===== config.mk =====
export PLATFORM = sky130hd
export DESIGN_NAME = uart
export DESIGN_NICKNAME = d
export VERILOG_FILES = /design/src/rtl/uart_pkg.sv /design/src/rtl/uart_rx.sv /design/src/rtl/uart_tx.sv /design/src/rtl/uart.sv
export SDC_FILE = /design/constraint.sdc
export NUM_CORES = 1
export LEC_CHECK = 0
export CAP_MARGIN = 10
export CORE_MARGIN = 1
export CORE_UTILIZATION = 60
export DETAILED_ROUTE_END_ITERATION = 12
export GPL_TIMING_DRIVEN = 1
export MAX_ROUTING_LAYER = met4
export PLACE_DENSITY = 0.93
export SYNTH_ARGS = -nofsm -noshare
export SYNTH_HDL_FRONTEND = slang
export SYNTH_SLANG_ARGS = --single-unit

===== constraint.sdc =====
create_clock -name clk -period 4.9 [get_ports clk]
set_input_delay 0.98 -clock clk [delete_from_list [all_inputs] [get_ports clk]]
set_output_delay 0.98 -clock clk [all_outputs]
set_load 0.01 [all_outputs]

===== src/rtl/uart_pkg.sv =====
// Shared definitions for the UART: bit-period arithmetic, FSM encodings and parity.
package uart_pkg;

   typedef enum logic [2:0] {
      TX_IDLE,
      TX_START,
      TX_DATA,
      TX_PARITY,
      TX_STOP
   } tx_state_t;

   typedef enum logic [2:0] {
      RX_IDLE,
      RX_START,
      RX_DATA,
      RX_PARITY,
      RX_STOP,
      RX_WAIT_IDLE
   } rx_state_t;

   function automatic int calc_cpb(input int clk_hz, input int baud);
      return clk_hz / baud;
   endfunction

   function automatic int cnt_width(input int cpb);
      return (cpb <= 2) ? 1 : $clog2(cpb);
   endfunction

   function automatic logic even_parity(input logic [7:0] d);
      return ^d;
   endfunction

endpackage


===== src/rtl/uart_rx.sv =====
// UART receiver: synchronizes rx, validates start bit at half-bit, samples mid-bit.
module uart_rx
   import uart_pkg::*;
#(
   parameter int INPUT_CLK  = 100_000_000,
   parameter int BAUD_RATE  = 115200,
   parameter int STOP_BITS  = 2,
   parameter int PARITY_BIT = 1
) (
   input  logic       clk,
   input  logic       reset,
   input  logic       rx,
   output logic [7:0] rx_data,
   output logic       rx_busy,
   output logic       rx_valid
);

   localparam int CPB = calc_cpb(INPUT_CLK, BAUD_RATE);
   localparam int CW  = cnt_width(CPB);
   localparam logic [CW-1:0] CPB_M1    = CW'(CPB - 1);
   localparam logic [CW-1:0] HALF_M1   = CW'(CPB / 2 - 1);
   localparam logic [3:0]    LAST_STOP = 4'(STOP_BITS - 1);

   rx_state_t     state_q, state_d;
   logic [CW-1:0] cnt_q, cnt_d;
   logic [3:0]    bit_q, bit_d;
   logic [7:0]    shift_q, shift_d;
   logic [7:0]    data_q, data_d;
   logic          perr_q, perr_d;
   logic          valid_q, valid_d;
   logic          meta_q, sync_q;

   always_ff @(posedge clk or posedge reset) begin
      if (reset) begin
         meta_q  <= 1'b1;
         sync_q  <= 1'b1;
         state_q <= RX_IDLE;
         cnt_q   <= '0;
         bit_q   <= '0;
         shift_q <= '0;
         data_q  <= '0;
         perr_q  <= 1'b0;
         valid_q <= 1'b0;
      end else begin
         meta_q  <= rx;
         sync_q  <= meta_q;
         state_q <= state_d;
         cnt_q   <= cnt_d;
         bit_q   <= bit_d;
         shift_q <= shift_d;
         data_q  <= data_d;
         perr_q  <= perr_d;
         valid_q <= valid_d;
      end
   end

   always_comb begin
      state_d = state_q;
      cnt_d   = cnt_q + 1'b1;
      bit_d   = bit_q;
      shift_d = shift_q;
      data_d  = data_q;
      perr_d  = perr_q;
      valid_d = 1'b0;
      case (state_q)
         RX_IDLE: begin
            cnt_d  = '0;
            bit_d  = '0;
            perr_d = 1'b0;
            if (!sync_q) state_d = RX_START;
         end
         RX_START: begin
            if (cnt_q == HALF_M1) begin
               cnt_d   = '0;
               state_d = sync_q ? RX_IDLE : RX_DATA;
            end
         end
         RX_DATA: begin
            if (cnt_q == CPB_M1) begin
               cnt_d   = '0;
               shift_d = {sync_q, shift_q[7:1]};
               if (bit_q == 4'd7) begin
                  bit_d   = '0;
                  state_d = (PARITY_BIT != 0) ? RX_PARITY : RX_STOP;
               end else begin
                  bit_d = bit_q + 1'b1;
               end
            end
         end
         RX_PARITY: begin
            // A parity error is remembered and the frame is still run to its end,
            // so the parity bit itself can never be mistaken for a new start bit.
            if (cnt_q == CPB_M1) begin
               cnt_d   = '0;
               perr_d  = sync_q ^ even_parity(shift_q);
               state_d = RX_STOP;
            end
         end
         RX_STOP: begin
            if (cnt_q == CPB_M1) begin
               cnt_d = '0;
               if (!sync_q) begin
                  state_d = RX_WAIT_IDLE;
               end else if (bit_q == LAST_STOP) begin
                  state_d = RX_IDLE;
                  if (!perr_q) begin
                     data_d  = shift_q;
                     valid_d = 1'b1;
                  end
               end else begin
                  bit_d = bit_q + 1'b1;
               end
            end
         end
         RX_WAIT_IDLE: begin
            cnt_d = '0;
            if (sync_q) state_d = RX_IDLE;
         end
         default: state_d = RX_IDLE;
      endcase
   end

   // A low synchronized line already counts as busy, one cycle ahead of the START state.
   assign rx_busy  = (state_q != RX_IDLE) || !sync_q;
   assign rx_data  = data_q;
   assign rx_valid = valid_q;

endmodule


===== src/rtl/uart_tx.sv =====
// UART transmitter: start bit, 8 data bits LSB first, optional even parity, stop bits.
module uart_tx
   import uart_pkg::*;
#(
   parameter int INPUT_CLK  = 100_000_000,
   parameter int BAUD_RATE  = 115200,
   parameter int STOP_BITS  = 2,
   parameter int PARITY_BIT = 1
) (
   input  logic       clk,
   input  logic       reset,
   input  logic       tx_start,
   input  logic [7:0] tx_data,
   output logic       tx_busy,
   output logic       tx
);

   localparam int CPB = calc_cpb(INPUT_CLK, BAUD_RATE);
   localparam int CW  = cnt_width(CPB);
   localparam logic [CW-1:0] CPB_M1    = CW'(CPB - 1);
   localparam logic [3:0]    LAST_STOP = 4'(STOP_BITS - 1);

   tx_state_t     state_q, state_d;
   logic [CW-1:0] cnt_q, cnt_d;
   logic [3:0]    bit_q, bit_d;
   logic [7:0]    shift_q, shift_d;
   logic          par_q, par_d;
   logic          tx_q, tx_d;

   always_ff @(posedge clk or posedge reset) begin
      if (reset) begin
         state_q <= TX_IDLE;
         cnt_q   <= '0;
         bit_q   <= '0;
         shift_q <= '0;
         par_q   <= 1'b0;
         tx_q    <= 1'b1;
      end else begin
         state_q <= state_d;
         cnt_q   <= cnt_d;
         bit_q   <= bit_d;
         shift_q <= shift_d;
         par_q   <= par_d;
         tx_q    <= tx_d;
      end
   end

   // tx_d holds the level of the bit that begins on the next edge, so the line is glitch-free.
   always_comb begin
      state_d = state_q;
      cnt_d   = cnt_q;
      bit_d   = bit_q;
      shift_d = shift_q;
      par_d   = par_q;
      tx_d    = tx_q;
      case (state_q)
         TX_IDLE: begin
            cnt_d = '0;
            bit_d = '0;
            tx_d  = 1'b1;
            if (tx_start) begin
               shift_d = tx_data;
               par_d   = even_parity(tx_data);
               tx_d    = 1'b0;
               state_d = TX_START;
            end
         end
         default: begin
            if (cnt_q != CPB_M1) begin
               cnt_d = cnt_q + 1'b1;
            end else begin
               cnt_d = '0;
               case (state_q)
                  TX_START: begin
                     state_d = TX_DATA;
                     bit_d   = '0;
                     tx_d    = shift_q[0];
                  end
                  TX_DATA: begin
                     if (bit_q == 4'd7) begin
                        bit_d = '0;
                        if (PARITY_BIT != 0) begin
                           state_d = TX_PARITY;
                           tx_d    = par_q;
                        end else begin
                           state_d = TX_STOP;
                           tx_d    = 1'b1;
                        end
                     end else begin
                        bit_d   = bit_q + 1'b1;
                        shift_d = {1'b0, shift_q[7:1]};
                        tx_d    = shift_q[1];
                     end
                  end
                  TX_PARITY: begin
                     state_d = TX_STOP;
                     bit_d   = '0;
                     tx_d    = 1'b1;
                  end
                  TX_STOP: begin
                     tx_d = 1'b1;
                     if (bit_q == LAST_STOP) state_d = TX_IDLE;
                     else                    bit_d   = bit_q + 1'b1;
                  end
                  default: state_d = TX_IDLE;
               endcase
            end
         end
      endcase
   end

   assign tx_busy = (state_q != TX_IDLE);
   assign tx      = tx_q;

endmodule


===== src/rtl/uart.sv =====
// Full-duplex 8-bit UART: independent transmitter and receiver on one clock.
module uart
   import uart_pkg::*;
#(
   parameter int INPUT_CLK  = 100_000_000,
   parameter int BAUD_RATE  = 115200,
   parameter int STOP_BITS  = 2,
   parameter int PARITY_BIT = 1
) (
   input  logic       clk,
   input  logic       reset,
   input  logic       tx_start,
   input  logic [7:0] tx_data,
   output logic       tx_busy,
   output logic       tx,
   input  logic       rx,
   output logic [7:0] rx_data,
   output logic       rx_busy,
   output logic       rx_valid
);

   uart_tx #(
      .INPUT_CLK (INPUT_CLK),
      .BAUD_RATE (BAUD_RATE),
      .STOP_BITS (STOP_BITS),
      .PARITY_BIT(PARITY_BIT)
   ) u_tx (
      .clk     (clk),
      .reset   (reset),
      .tx_start(tx_start),
      .tx_data (tx_data),
      .tx_busy (tx_busy),
      .tx      (tx)
   );

   uart_rx #(
      .INPUT_CLK (INPUT_CLK),
      .BAUD_RATE (BAUD_RATE),
      .STOP_BITS (STOP_BITS),
      .PARITY_BIT(PARITY_BIT)
   ) u_rx (
      .clk     (clk),
      .reset   (reset),
      .rx      (rx),
      .rx_data (rx_data),
      .rx_busy (rx_busy),
      .rx_valid(rx_valid)
   );

endmodule


Word level (Yosys, flattened, before mapping)

Index checks and enable logic that the tools add are counted.

Add/sub/neg operators: 4
Equal/unequal tests: 32
Multiplexer cells: 50
Bitwise logic cells: 2
Reductions and logical operators: 27

Operators with widths:

| cell                                                  | number |
|---|---|
| two-way mux 3 bit                                     | 14 |
| two-way mux 10 bit                                    | 4 |
| two-way mux 8 bit                                     | 5 |
| two-way mux 4 bit                                     | 9 |
| one-hot mux 10 bit (3 select lines)                   | 1 |
| one-hot mux 4 bit (3 select lines)                    | 2 |
| adder 10 x 1 -> 10 bit, second input constant         | 2 |
| one-hot mux 3 bit (6 select lines)                    | 1 |
| XOR reduction 8 bit                                   | 2 |
| inequality test 2 x 1 -> 1 bit, second input constant | 7 |
| == test 3 x 2 -> 1 bit, second input constant         | 4 |
| one-hot mux 3 bit (4 select lines)                    | 1 |
| == test 10 bit, second input constant                 | 1 |
| == test 10 x 9 -> 1 bit, second input constant        | 1 |
| two-way mux 1 bit                                     | 10 |
| inequality test 10 bit, second input constant         | 1 |
| inequality test 2 bit, second input constant          | 5 |
| AND reduction 5 bit                                   | 2 |
| == test 3 bit, second input constant                  | 3 |
| nonzero test 3 bit                                    | 3 |
| adder 4 x 1 -> 4 bit, second input constant           | 2 |
| == test 4 x 1 -> 1 bit, second input constant         | 2 |
| == test 4 x 3 -> 1 bit, second input constant         | 2 |
| AND reduction 2 bit                                   | 4 |
| other kinds (19)                                      | 27 |

Flip-flop bits (word level): 64
Input port bits: 12
Output and inout bits: 12
Word-level logic and storage cells: 130

Longest topological paths before layout

Gate-level depths: netlist (run 1).

Word-level depth: 5
Depth in mapped cells: 7
Mapped depth without buffers: 7

By module

From an unflattened synthesis (run 1), not the netlist that was laid out.

Cells, all modules: 312
Area, all modules: 3375.7 um^2

Modules (own cells, without submodules):

| module  | times used | cells an instance | area an instance (um^2) | seq. area each (um^2) |
|---|---|---|---|---|
| uart_rx | 1          | 164               | 1881.8                  | 928.4 |
| uart_tx | 1          | 148               | 1493.9                  | 676.9 |

Worst setup path after synthesis (run 1)

Ideal clock, no wire load.

Path type: reg-to-output
From: reg u_tx.state_q[1]
To: out tx_busy
Arrival time: 1.244 ns
Required time: 3.920 ns
Path slack: 2.676 ns
Cell stages (with the launch flop): 5
Buffers on the path: 1
Path through: dfrtp_1 -> clkbuf_1 -> or2_1 -> nor2_1 -> clkinv_1

Word-level cells in the longest chain between the ends: 1

RTL lines:

| element                | RTL line       | RTL |
|---|---|---|
| start, declared        | uart_tx.sv:23  | `tx_state_t state_q, state_d;` |
| start signal, assigned | uart_tx.sv:39  | `state_q <= state_d;` |
| nonzero test 3 bit     | uart_tx.sv:112 | `assign tx_busy = (state_q != TX_IDLE);` |
| end, declared          | uart.sv:14     | `output logic tx_busy,` |

Every way passes these cells.

Worst setup path after layout (run 1)

Ends and elaborated chain as after synthesis.

==> results of run 1 <==
## synthesized netlist by cell type, drive strengths merged (2+ instances only)
master  number
nor2        39
or3          2
o22ai        3
inv         11
dfrtp       61
mux2        19
nor3b        3
a41oi        7
and4         3
nor3         4
ha           7
dfstp        3
nor2b        2
a21o         2
nand2       40
nand3       10
nand4        7
nor4b        3
xor2         8
nor4         2
xnor2       22
a31oi        2
a21oi       21
o21ai       16
clkbuf       8
a211oi       3
buf          3
nand2b       3
## worst max-delay path by stage
stage / cells past startpoint / slack [ns] / to
after global routing: 5 / 1.61 / tx_busy
after CTS: 5 / 1.72 / tx_busy
after floorplan: 1 / 2.33 / u_rx.bit_q[0]
after detailed placement: 5 / 2.12 / tx_busy
final: 5 / 1.74 / tx_busy
after global placement: 5 / 2.17 / tx_busy
## power breakdown
part | switching (W) | total (W) | internal, W | leakage [nW]
Clock | 0.000211 | 0.000461 | 0.000250 | 0.0989
Sequential | 0.0000447 | 0.000632 | 0.000587 | 0.831
Combinational | 0.0000862 | 0.000168 | 0.0000815 | 0.761
## metrics by stage
step           hold slack, ns  total power (W)  area (um2)  cells  utilization [%]
2_1_floorplan           0.345         0.000753        3370    332                -
3_3_place_gp            0.348         0.000800        3650    416             69.3
3_5_place_dp            0.347         0.000809        3650    416             69.3
4_1_cts                 0.363          0.00127        3850    432             73.1
5_1_grt                 0.367          0.00133        3850    432             73.1
6_report                0.362          0.00126        3850    432             73.1
## worst max-delay path, delay by kind of cell, from the launching register on
kind | cells | cell delay [ns]
buffers and inverters | 3 | 0.97
flip-flops | 1 | 0.46
AND/OR/NAND/NOR | 2 | 0.40
## placed cells by master (no fill, tap or decap), types with 10 or more instances in the layout
master,count
sky130_fd_sc_hd__dfrtp_1,61
sky130_fd_sc_hd__clkbuf_8,10
sky130_fd_sc_hd__inv_1,10
sky130_fd_sc_hd__a21oi_1,21
sky130_fd_sc_hd__nor2_1,39
sky130_fd_sc_hd__clkdlybuf4s50_1,23
sky130_fd_sc_hd__nand3_1,10
sky130_fd_sc_hd__o21ai_0,15
sky130_fd_sc_hd__xnor2_1,22
sky130_fd_sc_hd__nand2_1,40
sky130_fd_sc_hd__mux2_2,11
## area by class of cell
type	instances	share of cell area, %
Clock buffer	10	3.57
Clock inverter	6	1.75
Inverter	12	1.17
Multi-Input combinational cell	245	43.2
Sequential cell	64	41.6
Tap cell	70	2.27
Timing Repair Buffer	25	6.36
## registers in the layout, indices dropped and copies added, names as in the netlist
name / flops
u_tx.tx: 1
u_tx.cnt_q: 10
u_rx.shift_q: 8
u_rx.bit_q: 4
u_rx.sync_q: 1
u_tx.bit_q: 4
u_rx.rx_valid: 1
u_rx.cnt_q: 10
u_rx.meta_q: 1
u_tx.par_q: 1
u_tx.shift_q: 8
u_rx.rx_data: 8
u_rx.perr_q: 1
u_rx.state_q: 3
u_tx.state_q: 3
## logic make-up (layout without fill, tap and decap cells)
| group | Yosys count | in the layout | share of synthesized area [%] |
|---|---|---|---|
| and+or+nand+nor | 127 | 127 | 19.6 |
| muxes | 20 | 20 | 7.54 |
| DFF | 64 | 64 | 47.6 |
| AOI/OAI and AO/OA | 60 | 60 | 11.6 |
| xor gates and xnor gates | 30 | 30 | 7.80 |
| buffers and inverters | 23 | 53 | 2.93 |
| adders and majority gates | 8 | 8 | 2.90 |
## routing by layer
metal,part of all wire (%),up-vias,wire length [um]
met3,3.6,16,228
met4,1.7,0,108
met5,0,-,0
met1,43,1232,2730
met2,52,49,3310
li1,-,1214,-
==> results by stage, run 1 <==
Outcome:
- The run finished with clean final reports.

STA:
- The worst path needs 3.16 ns of the cycle, external delays included.
- Setup repair after global routing left no endpoint under its margin.
- After routing, the total negative slack on setup checks comes to 0 ns.
- Measured against its own limit, the worst slew margin works out to 30.4%.
- The final setup skew is 0.00903 ns.
- Static timing analysis puts the maximum clock frequency at 0.316 GHz.
- The number of pins with negative max-slew slack in the final report is 0.
- Setup violations remaining at the end of the flow were counted as 0.
- The worst path uses 64.5% of the clock period.
- At the pin with the least slew margin, the transition time is about 1.0 ns.
- The worst setup slack after layout is 1.74 ns.
- The number of endpoints with negative hold slack in the final report is 0.

Final layout:
- The area of combinational cells with multiple inputs is approximately 0.0017 mm2.
- The synthesis-to-layout area growth is 14.4%.
- Counting the fill cells in the layout gives 390.
- In the final layout, the share of cells above drive strength 1 is 14.4%.
- The sequential cells in the finished layout cover a total of 0.00161 mm2.
- The layout net count is 376.
- The number of antenna repair diodes is 0.

GRT:
- Global routing finished with a remaining overflow of 0.
- The number of antenna violations at the first check in global routing is 0.
- The busiest metal layer after global routing is met2.
- The total track usage is 25.1%.
- The met2 track demand over resource is 41.8%.
- The number of global-route vias before repair is 2537.
- Global routing used 28.5% of the available met1 tracks.
- The first global-routing pass estimated between 10000 and 15000 um of wire.
- For this run, global-route usage on met3 was measured as 6.67%.
- Entering global routing, the biggest net connects 40 pins.

Clocking:
- TritonCTS built the clock tree.
- The total setup buffers inserted after CTS is 0.
- The tree is rooted in a sky130_fd_sc_hd__clkbuf_8.
- The number of clock buffers added by TritonCTS is 9.
- The post-CTS resize count is 0.
- For the worst-skew pair, the clock arrives at the later sink with an insertion delay of approximately 0.35 ns.
- The register clock-pin slew on the reported worst setup and hold paths is 0.08 ns.
- The clock tree synthesis step divided the H-tree into 3 levels.
- In this run the deepest clock path goes through 2 buffers.
- The number of sinks on the clock net is 64.
- Buffers inserted to repair hold after CTS numbered 0.

Power and ir drop:
- The maximum VDD drop is 0.275 mV.
- In this run the power density over the cells is 327 mW/mm2.
- The static power due to leakage is between 1.5 and 2 nW.

Hold path:
- The startpoint identified for the worst hold timing path is u_rx.meta_q.
- The worst hold-check path type is flip-flop to flip-flop.
- Along the worst hold path, the cell count comes to 0.
- The end of the worst hold path is u_rx.sync_q.

Route:
- In the routed design, unresolved DRC markers number 0.
- The total length of routed wires is 6380 um.
- For this block, the initial DRC count from the detailed router was 120.
- The number of detailed-route iterations in the first pass is 4.
- Once detail routing completed, the nets flagged for antenna violations numbered 0.
- The overall via count from detail_route is 2511.
- Dividing the detail-routed via count by the number of cells gives 5.81.
- The average wire per standard cell is 14.8 um.

Yosys:
- Ranked by total cell area, the synthesized netlist is headed by sky130_fd_sc_hd__dfrtp_1 (45%), sky130_fd_sc_hd__xnor2_1 (5.7%), sky130_fd_sc_hd__nand2_1 (4.5%), sky130_fd_sc_hd__nor2_1 (4.3%), sky130_fd_sc_hd__mux2_2 (3.7%).
- For this run, the leading register cell type out of synthesis is sky130_fd_sc_hd__dfrtp_1.
- The yosys synthesis warning count is 0.
- After synthesis the netlist holds a flip-flop and latch count of 64.
- The share of the synthesized area in the top cell type is 45.3%.
- Synthesis handed over a netlist of 332 instances.
- The sequential area share after synthesis is 47.6%.
- The number of synthesized flops with an enable pin is 0.
- A synthesized cell averages slightly above 10 um2.
- The post-synthesis net count is 351.
- The cell type contributing the most total cell area after synthesis is sky130_fd_sc_hd__dfrtp_1.
- Synthesis instantiated 55 different standard cells from the library.
- The proportion of synthesized flip-flops having asynchronous set or reset is between 90% and 100%.
- After synthesis the cells add up to 0.00337 mm2.

Setup path:
- The worst register-to-register path begins at u_tx.cnt_q[0].
- The critical path class is flip-flop to primary output.
- The worst-path cell with the longest stage delay is sky130_fd_sc_hd__clkdlybuf4s50_1.
- The required time at the endpoint of the critical path is 3.92 ns.
- The arrival time at the worst endpoint is about 2.2 ns.
- The stage delay of the slowest cell on the critical path is 0.55 ns.
- The capture instance of the worst register-to-register path is u_tx.shift_q[7].
- The critical path goes through or2_1, nor2_1, buf_4, clkinv_1, clkdlybuf4s50_1.
- STA classifies the critical path startpoint as a flip-flop.
- The largest fanout of any net on the critical path is 14.
- Counting cells, the worst reg-to-reg path comes to 6.
- The setup check on the worst reg-to-reg path leaves a slack of around 2.7 ns.
- The most critical setup path has its startpoint at u_tx.state_q[1].
- The worst setup path is captured at a primary output.

Die:
- The total die area is 0.00592 mm2.
- Row generation in the floorplan step produced 26 rows.
- The starting density of the core is 64.0%.
- The number of placed I/O pins is 24.
- The core region is about 0.0053 mm2.
- The floorplan die width is 77.0 um.
- The die boundary height is 77.0 um.

Placed design:
- The count of port buffers added during placement is 23.
- After legalization and detailed placement, the total HPWL measured approximately 4500 um.
- Timing analysis after detailed placement gives a worst setup slack of 2.12 ns.
- Routability-driven placement finished with a final weighted congestion of between 0.8 and 0.9.

Run:
- Across the run, the number of max-cap violations was 0.
No activity file was read; power rests on OpenSTA's default activity.
==> inputs of run 2 (changes only) <==
--- a/config.mk
+++ b/config.mk
@@ -7,11 +7,11 @@
 export LEC_CHECK = 0
 export CAP_MARGIN = 10
 export CORE_MARGIN = 1
-export CORE_UTILIZATION = 60
+export CORE_UTILIZATION = 59
 export DETAILED_ROUTE_END_ITERATION = 12
 export GPL_TIMING_DRIVEN = 1
 export MAX_ROUTING_LAYER = met4
-export PLACE_DENSITY = 0.93
+export PLACE_DENSITY = 0.92
 export SYNTH_ARGS = -nofsm -noshare
 export SYNTH_HDL_FRONTEND = slang
 export SYNTH_SLANG_ARGS = --single-unit
==> constraint.sdc (replaced) <==
create_clock -name clk -period 3.2 [get_ports clk]
set_input_delay 0.64 -clock clk [delete_from_list [all_inputs] [get_ports clk]]
set_output_delay 0.64 -clock clk [all_outputs]
set_load 0.01 [all_outputs]
==> results by stage, run 2 (synthesis gave the netlist of run 1 again) <==
GRT:
- The number of global-route vias before repair is 2535 (-0.079%).
- The number of antenna violations at the first check in global routing came to 0 (unchanged).
- The residual overflow from global routing was 0 (unchanged).
- The pin count of the biggest net entering global routing is 65 (+63%).
- The total track usage is 24.2% (-0.86 points).
- The first-pass GRT wire length is 11000 um (-1.7%).

Route:
- The overall via count from detail_route is 2550 (+1.6%).
- The DRC violation count after routing is 0 (unchanged).
- The mean number of vias per cell is 5.88 (+1.1%).
- The uppermost metal layer occupied by signal nets is met4.
- The average wire per standard cell is 14.4 um (-2.5%).
- The total length of routed wires came to 6250 um (-2.0%).
- The wire length on met2 was 3110 um (-6.2%).
- The final antenna-violating net count came to 0 (unchanged).
- The number of DRC markers in iteration 0 is 155 (+29%).
- The met3 layer wire length in the routed design is 359 um (+57%).
- The number of detailed-route iterations in the first pass came to 4 (unchanged).
- The met1 wire length is 2680 um (-1.8%).

Die:
- The floorplan row count is 27 (+3.8%).
- The area of the placeable core is 0.00551 mm2 (+4.5%).
- The starting density of the core was 61.2% (-2.7 points).
- The floorplan die width is 77.6 um (+0.83%).
- The total die area is 0.00602 mm2 (+1.7%).
- The number of placed I/O pins is 24 (unchanged).
- The die boundary height is 77.6 um (+0.83%).

STA:
- The worst hold slack was 0.367 ns (+0.00477 ns).
- The highest clock frequency the design can meet is 0.369 GHz.
- The routed design could run at a clock period as short as 2.71 ns.
- Setup repair after global routing left no endpoint under its margin.
- The number of pins with negative max-slew slack in the final report is 0 (unchanged).
- The final setup skew came to 0.0116 ns (+0.00253 ns).
- The final critical path takes up 84.7% of the cycle.
- The number of endpoints with negative hold slack in the final report is 0 (unchanged).
- The worst slew margin relative to its limit is 24.4% (-6.0 points).
- The slew of the pin with the lowest slew margin was 1.13 ns (+0.0891 ns).
- The setup TNS after final layout is 0 ns (unchanged).
- The number of failing setup endpoints in the final timing report came to 0 (unchanged).

Final layout:
- In the layout the commonest cells are sky130_fd_sc_hd__dfrtp_1 (61), sky130_fd_sc_hd__nand2_1 (40), sky130_fd_sc_hd__nor2_1 (39), sky130_fd_sc_hd__clkdlybuf4s50_1 (23), sky130_fd_sc_hd__xnor2_1 (22).
- From synthesis to final layout, the design area changed by 13.5%.
- The proportion of layout cells with a drive suffix above 1 is 13.0% (-1.4 points).
- The largest registers in the layout are u_rx.cnt_q: 10 flops, u_tx.cnt_q: 10 flops.
- The final non-filler cell area is 0.00383 mm2 (-0.75%).
- The number of antenna repair diodes was 0 (unchanged).
- The final non-filler cell total is 434 (+0.46%).
- Leaving out fill and tap cells, the most frequent cell in the layout is sky130_fd_sc_hd__dfrtp_1.
- The layout net count is 376 (unchanged).

Power and ir drop:
- The static power due to leakage is 1.68 nW (-0.74%).
- The logic gate share of total power was 14.1% (+0.8 points).
- The proportion of power drawn by the clock network came to 32.2% (-4.4 points).
- The proportion of power drawn by flip-flops and latches is 53.7% (+3.6 points).
- The net switching fraction of the power is 26.8% (-0.34 points).
- The maximum VDD drop is 0.366 mV (+33%).
- The post-route total power came to 0.00182 W (+44%).
- The internal power component came to 0.00133 W (+45%).
- The power density normalized to cell area is 474 mW/mm2 (+45%).
- The switching power came to 0.000486 W (+42%).

Clocking:
- Clock tree synthesis selected as its root buffer the cell sky130_fd_sc_hd__clkbuf_8.
- The largest buffer count on any clock path came to 2 (unchanged).
- The post-cts hold buffer count was 0 (unchanged).
- The TritonCTS clock tree is done.
- The clock latency on the worst-skew pair is 0.35 ns (about the same).
- The number of buffers created by CTS is 9 (unchanged).
- The total number of H-tree levels was 3 (unchanged).
- The post-CTS resize count came to 0 (unchanged).
- The register clock-pin slew on the reported worst setup and hold paths was 0.06 ns (-0.02 ns).
- The total setup buffers inserted after CTS is 0 (unchanged).
- The number of sinks on the clock net came to 64 (unchanged).

Setup path:
- The count of cells along the worst register-to-register path is 6 (unchanged).
- The nature of the critical path endpoint is a primary output.
- On the critical path the largest part of the delay comes from buffers and inverters.
- The worst-path cell with the longest stage delay is sky130_fd_sc_hd__clkdlybuf4s50_1.
- The stage delay of the slowest cell on the critical path is 0.56 ns (about the same).
- The reg-to-reg critical path startpoint is u_tx.cnt_q[0].
- The slack of the worst reg-to-reg path was 0.95 ns (-1.73 ns).
- The startpoint class of the critical path is a flip-flop.
- The required time at the endpoint of the critical path was 2.56 ns (-1.36 ns).
- The signal on the critical path passes through or2_1, nor2_1, clkinv_1, clkdlybuf4s50_1.
- The critical path class is flip-flop to primary output.
- The arrival time at the worst endpoint is 2.07 ns (-0.11 ns).
- The largest fanout of any net on the critical path is 10 (-4).
- The capture instance of the worst register-to-register path is u_tx.shift_q[3].
- The buffers plus inverters on the worst setup path is 2 (-1).

Outcome:
- The run finished with clean final reports.

Placed design:
- The detailed-placement wirelength estimate came to 4290 um (-3.7%).
- The area after detailed placement is 0.00366 mm2 (+0.41%).
- The count of port buffers added during placement is 23 (unchanged).
- The routability congestion estimate from global placement is 0.905 (+8.4%).
- The count of placed standard cells including taps is 418 (+0.48%).

Hold path:
- The startpoint identified for the worst hold timing path is u_rx.meta_q.
- The depth of the worst hold-timing path is 0 (unchanged).
- The worst hold-check path type is flip-flop to flip-flop.
- The end of the worst hold path is u_rx.sync_q.

Run:
- The max-cap check violation count is 0 (unchanged).
[run 2: changes by cell type in the layout (fill, tap and decap cells not counted), sizes merged]
| cell | delta |
|---|---|
| clkbuf | +5 |
| bufinv | -1 |
| clkinvlp | -2 |
| inv | -1 |
| clkinv | -1 |
[run 2: power groups by stage]
stage,clock network [W],registers (W),logic (W)
final,0.000584,0.000975,0.000256
after CTS,0.000598,0.000971,0.000259
after global placement,0,0.000981,0.000245
after global routing,0.000628,0.000982,0.000300
after floorplan,0,0.000967,0.000186
after detailed placement,0,0.000982,0.000259
[run 2: worst reg2reg max path: stages, from the launching register on]
cell and delay, ns:
sky130_fd_sc_hd__dfrtp_1 0.38, sky130_fd_sc_hd__ha_1 0.23, sky130_fd_sc_hd__and4b_1 0.22, sky130_fd_sc_hd__nand4_1 0.33
sky130_fd_sc_hd__o21ai_2 0.62, sky130_fd_sc_hd__a21oi_1 0.16, sky130_fd_sc_hd__a41oi_1 0.22
[run 2: worst max-delay path by stage]
stage	start	to	slack [ns]	cells after the start
3_3_place_gp	u_tx.state_q[1]	tx_busy	0.89	4
3_5_place_dp	u_tx.state_q[1]	tx_busy	0.86	4
6_report	u_tx.state_q[1]	tx_busy	0.49	4
4_1_cts	u_tx.state_q[1]	tx_busy	0.48	4
2_1_floorplan	reset	u_rx.bit_q[0]	0.97	1
5_1_grt	u_tx.state_q[1]	tx_busy	0.38	4
[run 2: through the flow]
step	setup slack (ns)	util (%)
floorplan	0.967	-
global placement	0.889	66.6
detailed placement	0.862	66.6
CTS	0.479	69.5
global route	0.379	69.5
finish	0.489	69.5
[run 2: layout make-up]
type / instances / area, um2
flip-flops and latches: 64 / 1610
multi-input cells: 245 / 1670
inverters: 12 / 45.0
clock inverters: 1 / 5.00
fillers: 392 / 1680
repair buffers: 25 / 258
well taps: 72 / 90.1
clock buffers: 15 / 156
[run 2: routing by layer]
metal / track usage, % / up-vias
li1: - / 1215
met1: 28.9 / 1231
met2: 38.0 / 88
met3: 8.35 / 16
met4: 8.87 / 0
met5: - / -
==> inputs of run 3 (changes only) <==
--- a/config.mk
+++ b/config.mk
@@ -7,11 +7,11 @@
 export LEC_CHECK = 0
 export CAP_MARGIN = 10
 export CORE_MARGIN = 1
-export CORE_UTILIZATION = 59
+export CORE_UTILIZATION = 53
 export DETAILED_ROUTE_END_ITERATION = 12
 export GPL_TIMING_DRIVEN = 1
 export MAX_ROUTING_LAYER = met4
-export PLACE_DENSITY = 0.92
+export PLACE_DENSITY = 0.88
 export SYNTH_ARGS = -nofsm -noshare
 export SYNTH_HDL_FRONTEND = slang
 export SYNTH_SLANG_ARGS = --single-unit
==> constraint.sdc (replaced) <==
create_clock -name clk -period 2.3 [get_ports clk]
set_input_delay 0.46 -clock clk [delete_from_list [all_inputs] [get_ports clk]]
set_output_delay 0.46 -clock clk [all_outputs]
set_load 0.01 [all_outputs]
==> results by stage, run 3 (synthesis gave the netlist of run 1 again) <==
Run:
- The max-cap check violation count is 0 (unchanged).

Route:
- The wire length on met2 is 3100 um (-0.19%).
- The met1 wire length is 2880 um (+7.6%).
- The average wire per standard cell is 14.3 um (-1.0%).
- The highest metal layer carrying signal wires in the routed design is met4.
- The overall via count from detail_route is 2502 (-1.9%).
- The number of DRC markers in iteration 0 is 164 (+5.8%).
- The number of detailed-route iterations in the first pass is 4 (unchanged).
- The final antenna-violating net count is 0 (unchanged).
- The DRC violation count after routing is 0 (unchanged).
- The total length of routed wires is 6340 um (+1.5%).
- The met3 layer wire length in the routed design is 271 um (-25%).
- The mean number of vias per cell is 5.62 (-4.3%).

STA:
- The number of failing setup endpoints in the final timing report is 0 (unchanged).
- The number of pins with negative max-slew slack in the final report is 0 (unchanged).
- The smallest clock period supported by the final layout is computed as about 2.2 ns.
- The number of endpoints with negative hold slack in the final report is 0 (unchanged).
- The slew of the pin with the lowest slew margin is 0.503 ns (-0.627 ns).
- Dividing the final minimum period by the clock period gives between 90 and 100%.
- The worst setup slack after layout is 0.148 ns (-0.341 ns).
- The final setup skew is 0.0106 ns (-0.000934 ns).
- The worst slew margin relative to its limit was 66.2% (+42 points).
- Setup repair after global routing left no endpoint under its margin.
- The setup TNS after final layout is 0 ns (unchanged).
- Static timing analysis puts the maximum clock frequency at ~0.46 GHz.

Setup path:
- The largest fanout of any net on the critical path came to 10 (unchanged).
- The setup path with the least slack is of type flip-flop to primary output.
- The startpoint class of the critical path is a flip-flop.
- The reg-to-reg critical path startpoint is u_rx.bit_q[1].
- The arrival time at the worst endpoint came to 1.69 ns (-0.38 ns).
- The nature of the critical path endpoint is a primary output.
- The largest individual stage delay along the critical path comes from the cell sky130_fd_sc_hd__dfrtp_1.
- The stage delay of the slowest cell on the critical path came to 0.50 ns (-0.06 ns).
- The required time at the endpoint of the critical path is 1.84 ns (-0.72 ns).
- The critical path startpoint is u_rx.state_q[2].
- The critical path goes through nor3_2, nand2_1, clkdlybuf4s50_1.
- The slack of the worst reg-to-reg path is 0.18 ns (-0.77 ns).

Power and ir drop:
- The static power due to leakage was 1.74 nW (+3.5%).
- The maximum VDD drop is 0.416 mV (+14%).
- The power density normalized to cell area is 675 mW/mm2 (+42%).
- The post-route total power is 0.00265 W (+46%).

Final layout:
- In the layout the commonest cells are sky130_fd_sc_hd__dfrtp_1 (59), sky130_fd_sc_hd__nand2_1 (40), sky130_fd_sc_hd__nor2_1 (38), sky130_fd_sc_hd__xnor2_1 (22), sky130_fd_sc_hd__clkdlybuf4s50_1 (22).
- The layout net count is 385 (+2.4%).
- The post-route core utilization is 65.1% (-4.4 points).
- The synthesis-to-layout area growth is 16.4%.
- The number of antenna repair diodes is 0 (unchanged).
- In the final layout, the registers with the most flip-flops are u_rx.cnt_q: 10 flops, u_tx.cnt_q: 10 flops.
- The commonest non-fill, non-tap cell in the layout is sky130_fd_sc_hd__dfrtp_1.
- The proportion of layout cells with a drive suffix above 1 is 17.0% (+4.0 points).

Clocking:
- The largest buffer count on any clock path is 2 (unchanged).
- The number of buffers created by CTS is 9 (unchanged).
- TritonCTS built the clock tree.
- The total number of H-tree levels is 3 (unchanged).
- The clock latency on the worst-skew pair is 0.35 ns (about the same).
- The number of sinks on the clock net is 64 (unchanged).
- The register clock-pin slew on the reported worst setup and hold paths is 0.06 ns (about the same).
- The cell at the root of the clock tree is sky130_fd_sc_hd__clkbuf_8.

Die:
- The number of placed I/O pins is 24 (unchanged).
- The floorplan die width is 81.8 um (+5.4%).
- The total die area is 0.00668 mm2 (+11%).
- The area of the placeable core is 0.00603 mm2 (+9.4%).
- The die boundary height is 81.8 um (+5.4%).
- The starting density of the core is 55.9% (-5.3 points).
- The floorplan row count is 28 (+3.7%).

Hold path:
- The worst hold path begins at u_rx.meta_q.
- The min-delay analysis places its worst path in the category flip-flop to flip-flop.

GRT:
- The pin count of the biggest net entering global routing came to 35 (-46%).
- The first-pass GRT wire length was 10900 um (-0.75%).
- The number of antenna violations at the first check in global routing is 0 (unchanged).
- The number of global-route vias before repair is 2496 (-1.5%).
- The residual overflow from global routing is 0 (unchanged).
- The total track usage is 22.3% (-1.8 points).

Placed design:
- The routability congestion estimate from global placement came to 0.784 (-13%).
- The worst slack after detailed placement is 0.203 ns (-0.659 ns).
- The detailed-placement wirelength estimate was 4460 um (+4.0%).
- The count of port buffers added during placement was 23 (unchanged).

Outcome:
- The run finished with clean final reports.
==> run 3: cell count changes in the layout (fill, tap and decap cells not counted), sizes merged <==
| cell | before | now |
|---|---|---|
| clkbuf | 15 | 11 |
| dlymetal6s2s | 0 | 1 |
| buf | 2 | 11 |
| bufinv | 0 | 1 |
| clkinv | 2 | 4 |
| clkdlybuf4s50 | 23 | 22 |
==> run 3: per-stage QoR <==
step	cells	instance area, um2	hold WS, ns
6_report	445	3920	0.362
5_1_grt	445	3920	0.366
4_1_cts	445	3920	0.364
3_5_place_dp	430	3720	0.350
3_3_place_gp	430	3720	0.350
2_1_floorplan	332	3370	0.345
==> run 3: worst max-delay path, delay by kind of cell (launching register included) <==
family	cells	cell delay (ns)
DFF	1	0.50
buffers and inverters	1	0.48
and+or+nand+nor	2	0.38
==> run 3: routing by layer <==
| metal | track usage [%] | vias to the layer above |
|---|---|---|
| met2 | 36.0 | 60 |
| met1 | 26.5 | 1197 |
| li1 | - | 1234 |
| met3 | 5.56 | 11 |
| met5 | - | - |
| met4 | 9.65 | 0 |
==> run 3: final timing paths <==
check / endpoint / cells after the start
min in group asynchronous: u_rx.rx_valid / 3
hold / removal: u_rx.sync_q / 0
setup / recovery: rx_busy / 3
hold reg to reg: u_rx.sync_q / 0
max in group asynchronous: u_tx.tx / 3
setup reg to reg: u_rx.bit_q[1] / 7
==> run 3: final cells by class <==
cell class                      count  area, um2
Clock inverter                      4       45.0
Timing Repair Buffer               34        315
Sequential cell                    64       1610
Inverter                           12       45.0
Multi-Input combinational cell    245       1670
Clock buffer                       11        141
Tap cell                           75       93.8
Fill cell                         451       2100
==> run 3: repair_timing <==
item / in CTS / in global routing
gates resized for setup: 1 / 4
pin swaps: 0 / 0
gates cloned: 0 / 0
endpoints found under the setup margin: 1 / 2
setup buffers: 0 / 0
hold buffers: 0 / 0
==> run 3: report_power, final <==
group / internal (W) / total [W] / switching, W
Sequential: 0.00125 / 0.00135 / 0.0000960
Clock: 0.000518 / 0.000930 / 0.000412
Combinational: 0.000182 / 0.000368 / 0.000186
